===== config.mk =====
export PLATFORM = sky130hd
export DESIGN_NAME = demux1to4_reg_flat
export DESIGN_NICKNAME = d
export VERILOG_FILES = /design/src/rtl/demux_pkg.sv /design/src/rtl/demux1to4_reg_if.sv /design/src/rtl/demux_slot.sv /design/src/rtl/demux1to4_reg.sv /design/src/flat_wrapper.sv
export SDC_FILE = /design/constraint.sdc
export NUM_CORES = 1
export LEC_CHECK = 0
export ABC_AREA = 0
export BUFFER_PORTS_ARGS = -buffer_cell sky130_fd_sc_hd__buf_2
export CORE_MARGIN = 2
export CORE_UTILIZATION = 35
export CTS_CLUSTER_SIZE = 25
export DETAILED_ROUTE_END_ITERATION = 8
export PLACE_DENSITY = 0.62
export REMOVE_ABC_BUFFERS = 1
export SETUP_SLACK_MARGIN = 0.05
export SLEW_MARGIN = 20
export SYNTH_ARGS = -nofsm -noshare
export SYNTH_HDL_FRONTEND = slang
export SYNTH_HIERARCHICAL = 1
export SYNTH_SLANG_ARGS = --single-unit

===== constraint.sdc =====
create_clock -name clk -period 2.4 [get_ports clk]
set_input_delay 0.48 -clock clk [delete_from_list [all_inputs] [get_ports clk]]
set_output_delay 0.48 -clock clk [all_outputs]
set_load 0.005 [all_outputs]

===== src/rtl/demux_pkg.sv =====
// Shared constants and channel-index type for the registered 1-to-4 demux.
package demux_pkg;
  localparam int unsigned N_OUT = 4;
  localparam int unsigned SEL_W = 2;

  typedef logic [SEL_W-1:0] sel_t;
endpackage


===== src/rtl/demux1to4_reg_if.sv =====
// Stream interface of the 1-to-4 demux: one input stream fanned out to four channels.
interface demux1to4_reg_if #(
  parameter int unsigned W     = 4,
  parameter int unsigned CNT_W = 8
);
  import demux_pkg::*;

  logic                  in_valid;
  logic                  in_ready;
  logic [W-1:0]          in_data;
  sel_t                  in_sel;
  logic                  rr_en;
  logic [N_OUT-1:0]      out_valid;
  logic [N_OUT-1:0]      out_ready;
  logic [N_OUT*W-1:0]    out_data;
  sel_t                  rr_ptr;
  logic [CNT_W-1:0]      accept_cnt;

  modport master (
    output in_valid, in_data, in_sel, rr_en, out_ready,
    input  in_ready, out_valid, out_data, rr_ptr, accept_cnt
  );

  modport slave (
    input  in_valid, in_data, in_sel, rr_en, out_ready,
    output in_ready, out_valid, out_data, rr_ptr, accept_cnt
  );
endinterface


===== src/rtl/demux_slot.sv =====
// One-entry holding register for a single output channel.
module demux_slot #(
  parameter int unsigned W = 4
) (
  input  logic         clk,
  input  logic         rst_n,
  input  logic         load,
  input  logic [W-1:0] load_data,
  input  logic         drain,
  output logic         valid,
  output logic [W-1:0] data
);
  logic         valid_q, valid_d;
  logic [W-1:0] data_q, data_d;

  // Load wins over drain so a same-cycle drain+load keeps the slot full.
  always_comb begin
    valid_d = valid_q;
    data_d  = data_q;
    if (drain) valid_d = 1'b0;
    if (load) begin
      valid_d = 1'b1;
      data_d  = load_data;
    end
  end

  always_ff @(posedge clk or negedge rst_n) begin
    if (!rst_n) begin
      valid_q <= 1'b0;
      data_q  <= '0;
    end else begin
      valid_q <= valid_d;
      data_q  <= data_d;
    end
  end

  assign valid = valid_q;
  assign data  = data_q;
endmodule


===== src/rtl/demux1to4_reg.sv =====
// Registered 1-to-4 demultiplexer: steers one valid/ready stream into four holding slots,
// target chosen by in_sel or a round-robin pointer.
module demux1to4_reg
  import demux_pkg::*;
#(
  parameter int unsigned W     = 4,
  parameter int unsigned CNT_W = 8
) (
  input logic             clk,
  input logic             rst_n,
  demux1to4_reg_if.slave  bus
);
  sel_t               tgt_c;
  logic               in_ready_c;
  logic               accept_c;
  logic [N_OUT-1:0]   valid_w;
  logic [N_OUT*W-1:0] data_w;

  sel_t               rr_ptr_q, rr_ptr_d;
  logic [CNT_W-1:0]   accept_cnt_q, accept_cnt_d;

  // Only the target channel's out_ready reaches in_ready combinationally.
  always_comb begin
    tgt_c      = bus.rr_en ? rr_ptr_q : bus.in_sel;
    in_ready_c = ~valid_w[tgt_c] | bus.out_ready[tgt_c];
    accept_c   = bus.in_valid & in_ready_c;
  end

  for (genvar k = 0; k < int'(N_OUT); k++) begin : g_slot
    demux_slot #(.W(W)) u_slot (
      .clk       (clk),
      .rst_n     (rst_n),
      .load      (accept_c && (tgt_c == sel_t'(k))),
      .load_data (bus.in_data),
      .drain     (valid_w[k] & bus.out_ready[k]),
      .valid     (valid_w[k]),
      .data      (data_w[k*W +: W])
    );
  end

  always_comb begin
    rr_ptr_d     = rr_ptr_q;
    accept_cnt_d = accept_cnt_q;
    if (accept_c) begin
      accept_cnt_d = accept_cnt_q + CNT_W'(1);
      if (bus.rr_en) rr_ptr_d = rr_ptr_q + sel_t'(1);
    end
  end

  always_ff @(posedge clk or negedge rst_n) begin
    if (!rst_n) begin
      rr_ptr_q     <= '0;
      accept_cnt_q <= '0;
    end else begin
      rr_ptr_q     <= rr_ptr_d;
      accept_cnt_q <= accept_cnt_d;
    end
  end

  assign bus.in_ready   = in_ready_c;
  assign bus.out_valid  = valid_w;
  assign bus.out_data   = data_w;
  assign bus.rr_ptr     = rr_ptr_q;
  assign bus.accept_cnt = accept_cnt_q;
endmodule


===== src/flat_wrapper.sv =====
// flat-port wrapper written by rule: the top's interface ports become plain ports
module demux1to4_reg_flat import demux_pkg::*;
#(
  parameter int unsigned W     = 4,
  parameter int unsigned CNT_W = 8
)
  (clk, rst_n, bus_in_valid, bus_in_data, bus_in_sel, bus_rr_en, bus_out_ready, bus_in_ready, bus_out_valid, bus_out_data, bus_rr_ptr, bus_accept_cnt);
  demux1to4_reg_if #(.W(W), .CNT_W(CNT_W)) bus_i ();
  input logic clk;
  input logic rst_n;
  input wire logic [$bits(bus_i.in_valid)-1:0] bus_in_valid;
  input wire logic [$bits(bus_i.in_data)-1:0] bus_in_data;
  input wire logic [$bits(bus_i.in_sel)-1:0] bus_in_sel;
  input wire logic [$bits(bus_i.rr_en)-1:0] bus_rr_en;
  input wire logic [$bits(bus_i.out_ready)-1:0] bus_out_ready;
  output wire logic [$bits(bus_i.in_ready)-1:0] bus_in_ready;
  output wire logic [$bits(bus_i.out_valid)-1:0] bus_out_valid;
  output wire logic [$bits(bus_i.out_data)-1:0] bus_out_data;
  output wire logic [$bits(bus_i.rr_ptr)-1:0] bus_rr_ptr;
  output wire logic [$bits(bus_i.accept_cnt)-1:0] bus_accept_cnt;
  assign bus_i.in_valid = bus_in_valid;
  assign bus_i.in_data = bus_in_data;
  assign bus_i.in_sel = bus_in_sel;
  assign bus_i.rr_en = bus_rr_en;
  assign bus_i.out_ready = bus_out_ready;
  assign bus_in_ready = bus_i.in_ready;
  assign bus_out_valid = bus_i.out_valid;
  assign bus_out_data = bus_i.out_data;
  assign bus_rr_ptr = bus_i.rr_ptr;
  assign bus_accept_cnt = bus_i.accept_cnt;
  demux1to4_reg #(.W(W), .CNT_W(CNT_W)) u_core (.clk(clk), .rst_n(rst_n), .bus(bus_i));
endmodule

== Word-level counts from Yosys, hierarchy flattened ==
Index checks and enable logic that the tools add are counted.
Word-level totals
  bits in registers: 30
  latch bits: 0
  RAM bits: 0
  bits in read-only memories: 0
  output and inout port bits: 31
  logic and storage cells: 46
  memories kept: 0
Cells by class
  add/sub/neg operators: 2
  multiply operators: 0
  div/mod/pow operators: 0
  magnitude comparators: 1
  eq/ne operators: 3
  shifts and indexed selects: 0
  multiplexer cells: 13
  bitwise gates (word level): 7
  reductions and logical operators: 10
Operator list (count)
  $mux 1: 10
  $add 8x1->8 const B: 1
  $reduce_bool 2->1: 4
  $and 1x1->1: 5
  $bmux 1 s2: 2
  $eq 2x2->1 const B: 2
  $logic_and 1x1->1: 4
  $lt 2x3->1 const B: 1
  $add 2x1->2 const B: 1
  $eq 2x1->1 const B: 1
  $logic_not 2->1: 1
  $mux 2: 1
  $reduce_and 2->1: 1
  $not 1->1: 1
  $or 1x1->1: 1

== Longest topological paths before layout ==
  depth after elaboration: 8
  gate-level depth with buffers: 6

== Cells and area by module ==
Netlist, hierarchy kept.
Modules (own cells, without submodules)
  demux_slot: times used 4, cells each 11, area each 182.7 um^2
  demux1to4_reg: times used 1, cells each 57, area each 596.8 um^2

== Least setup slack after synthesis ==
OpenSTA, ideal clock, no wires.
  kind: input to register
  start point: in bus_rr_en
  end point: reg u_core.g_slot[1].u_slot.data_q[0]
  library setup time: 0.125 ns
  arrival: 1.772 ns
  required time: 2.275 ns
  path slack: 0.503 ns
  stages: 6
  cell sequence: mux2i_2 mux2i_1 nor2_1 nand2_1 nor2_1 mux2_2
Between the ends
  word-level cells in the longest chain between the ends: 7
Ends and longest elaborated chain
  start: declaration: line flat_wrapper.sv:14  | input wire logic [$bits(bus_i.rr_en)-1:0] bus_rr_en;
  $mux 2 *: line demux1to4_reg.sv:24  | tgt_c = bus.rr_en ? rr_ptr_q : bus.in_sel;
  $bmux 1 s2: line demux1to4_reg.sv:25  | in_ready_c = ~valid_w[tgt_c] | bus.out_ready[tgt_c];
  $mux 1 (implied by the code): line demux1to4_reg.sv:25
  $not 1->1: line demux1to4_reg.sv:25
  $or 1x1->1: line demux1to4_reg.sv:25
  $and 1x1->1: line demux1to4_reg.sv:26  | accept_c = bus.in_valid & in_ready_c;
  $logic_and 1x1->1 *: line demux1to4_reg.sv:33  | .load (accept_c && (tgt_c == sel_t'(k))),
  end signal: assignment: line demux_slot.sv:33  | data_q <= data_d;
  end: declaration: line demux_slot.sv:14  | logic [W-1:0] data_q, data_d;
Every way passes the cells marked *; elsewhere a longest branch is shown, timed or not. The select of a mux whose other input is x is not followed.
A chain may end at the register's enable or synchronous reset.

== Worst setup path in the final report ==
  start point: reg u_core.rr_ptr_q[0] (netlist: u_core/bus.rr_ptr[0])
  end point: out bus_in_ready
Between the ends
  word-level cells in the longest chain between the ends: 5
Ends and longest elaborated chain
  start: declaration: line demux1to4_reg.sv:19  | sel_t rr_ptr_q, rr_ptr_d;
  start signal: assignment: line demux1to4_reg.sv:55  | rr_ptr_q <= rr_ptr_d;
  $mux 2 *: line demux1to4_reg.sv:24
  $bmux 1 s2: line demux1to4_reg.sv:25
  $mux 1 (implied by the code): line demux1to4_reg.sv:25
  $not 1->1: line demux1to4_reg.sv:25
  $or 1x1->1 *: line demux1to4_reg.sv:25
  end: declaration: line flat_wrapper.sv:16  | output wire logic [$bits(bus_i.in_ready)-1:0] bus_in_ready;
Marks and branches as above.

==> results.yml <==
synth:
  yosysMostFrequentCell: "dfrtp_1"
  synth_cells: 101
  syn-mean-instance-area_um2: 13.14
  ys_ff_latch: 30
  synth_ff_type: "dfrtp_1"
  async_flop_share_pct: 100.0
  synth_edf_count: 0
  ys_seq_area_share_pct: 56.55
  yosysTopAreaCell: "dfrtp_1"
  synth_cell_types: 19
  synth_top_cell_area_share_pct: 56.55
  yosys-top-cells-count: "dfrtp_1, mux2_2, xnor2_1"
  ys_warn_count: 6
  synth_area_leaders: "dfrtp_1, mux2_2, xnor2_1, a21o_2, and2_1"
  synth_area_um2: 1328
final_layout:
  area_delta_synth_final_pct: 29.97
  antenna_cells: 0
  finalNetCount: 170
  fillers: 343
  instances_no_fill: 204
  drive_gt1_share_pct: 51.92
floorplan:
  initial_core_util_pct: 36.26
  die-area_um2: 4301
  coreArea_um2: 3661
  die_y_um: 65.59
  die_x_um: 65.59
  std_cell_rows: 22
  io_pins: 45
placed_design:
  hpwl_um: 1946
  pre_cts_slack_ns: 0.2039
  dpl.cell_count: 196
  gp_congestion: 0.7527
  port_buffers: 44
clock_network:
  cts_max_level: 2
  holdBufCountCts: 0
  cts_inserted_buffers: 5
  clockBufferDepth: 2
  cts.sinks: 30
  ctsRootBufferMaster: "clkbuf_8"
  clk_latency_ns: 0.29
  postCtsSetupRepairBufs: 0
  cts-resized-gates: 0
  path_clk_slew_ns: 0.07
  tritoncts: "built"
global_route:
  top_usage_layer: "met2"
  grt_overflow: 0
  grt_start_max_net_pins: 31
  gr-usage-met3_pct: 5.651
  use_met2_pct: 20.28
  grt_usage_pct: 14.35
  grtUsageMet1_pct: 19.04
  grt_pass1_wl_um: 4554
  grt_pass1_vias: 986
  antenna_found_initial: 0
detailed_routing:
  antenna_left: 0
  wl_um: 2604
  dr.pass1.iters: 4
  wire_per_inst_um: 12.76
  via_per_inst: 4.588
  vias: 936
  drcViolationCount: 0
  drtIter0Drc: 21
setup_path:
  crit_family: "multiplexers"
  cp.arrival_ns: 1.73
  path_buf_inv: 1
  cp-start-kind: "register"
  critPathKind: "register to primary output"
  cpMaxStageDelayCell: "mux2i_4"
  critPathLaunch: "u_core/bus.rr_ptr[0]$_DFFE_PN0P_"
  cp.required_ns: 1.92
  r2r_start: "u_core/bus.rr_ptr[1]$_DFFE_PN0P_"
  worstPathMaxFanout: 9
  critPathCaptureType: "primary output"
  cp_cell_sequence: "mux2i_1 > mux2i_4 > buf_2"
  max_stage_delay_ns: 0.46
timing:
  period_needed_ns: 2.206
  grt_setup_unrepaired: "false"
  tns_ns: 0
  fin_ws_ns: 0.1942
  skew_ns: 0.004855
  slew_headroom_pct: 56.32
  slew_viol_final: 0
  clock.fmax_ghz: 0.4534
  fin_crit_sh_pct: 91.91
  hold_violations: 0
  holdWs_ns: 0.2190
  finalSetupViolCount: 0
  tightest_slew_ns: 0.6552
power_and_ir_drop:
  leakagePower_nw: 0.8481
  power_density_nw_per_um2: 1244
  ir_worst_vdd_mv: 0.5302
hold_path:
  holdCritPathClass: "input port to asynchronous set/reset pin"
job:
  cap_violations: 0
run_status:
  status: "finished clean"
==> where the power goes <==
group | total, W | internal [W] | switching, W
logic | 0.000807 | 0.000480 | 0.000327
registers | 0.000917 | 0.000751 | 0.000167
clock network | 0.000422 | 0.000230 | 0.000192
total | 0.00215 | 0.00146 | 0.000686
==> metal layers <==
layer,share of wire (%),wire (um),vias to the layer above
met3,9.3,243,5
met5,0,0,-
met2,43,1130,35
li1,-,-,455
met4,2.0,53,0
met1,45,1177,441
==> flip-flops by register name (all words and copies together), names as in the netlist <==
signal                      flops
u_core/bus.accept_cnt           8
u_core/bus.rr_ptr               2
u_core/g_slot.u_slot/data      16
u_core/g_slot.u_slot/valid      4
==> cell usage in the layout (no fill, tap or decap), types with 2 or more instances in the layout <==
cell type	count
buf_2	44
dfrtp_1	30
mux2_2	16
xnor2_1	9
clkbuf_8	6
nand2_1	5
nor2_1	5
and2_1	5
inv_1	5
nand3_1	4
a21o_2	4
mux2i_1	3
and3_1	3
nand4_1	3
buf_4	3
or2b_2	2
or2b_1	2
==> final timing paths <==
path,end,cells after the start,slack (ns)
max,bus_in_ready,3,0.19
min in group clk,u_core/g_slot[1].u_slot/data[0]$_DFFE_PN0P_,2,0.47
min,u_core/bus.rr_ptr[0]$_DFFE_PN0P_,1,0.22
max reg2reg,u_core/g_slot[3].u_slot/data[1]$_DFFE_PN0P_,6,0.49
max in group asynchronous,u_core/g_slot[3].u_slot/data[0]$_DFFE_PN0P_,1,1.76
min reg2reg,u_core/bus.accept_cnt[7]$_DFFE_PN0P_,1,0.48
==> per-stage QoR <==
| stage | area, um2 | total power [W] | utilization, % |
|---|---|---|---|
| global route | 1725 | 0.002336 | 47.13 |
| finish | 1725 | 0.002146 | 47.13 |
| detailed placement | 1630 | 0.001747 | 44.53 |
| CTS | 1725 | 0.002184 | 47.13 |
| floorplan | 1328 | 0.001377 | - |
| global placement | 1630 | 0.001724 | 44.53 |
==> layout make-up <==
| type | count | area (um2) | share of cell area [%] |
|---|---|---|---|
| inverters | 5 | 18.77 | 1.088 |
| multi-input cells | 66 | 558.0 | 32.34 |
| well taps | 48 | 60.06 | 3.481 |
| flip-flops and latches | 30 | 750.7 | 43.51 |
| repair buffers | 47 | 242.7 | 14.07 |
| clock buffers | 6 | 82.58 | 4.786 |
| clock inverters | 2 | 12.51 | 0.7252 |
==> cells by family after synthesis <==
group | share of synthesized area [%]
simple gates | 12.82
xor+xnor | 5.938
flops | 56.55
fa+ha+maj | 0.9424
mux | 19.70
buf+inv | 1.414
compound gates | 2.639
Power figures use the tool's default switching activity.
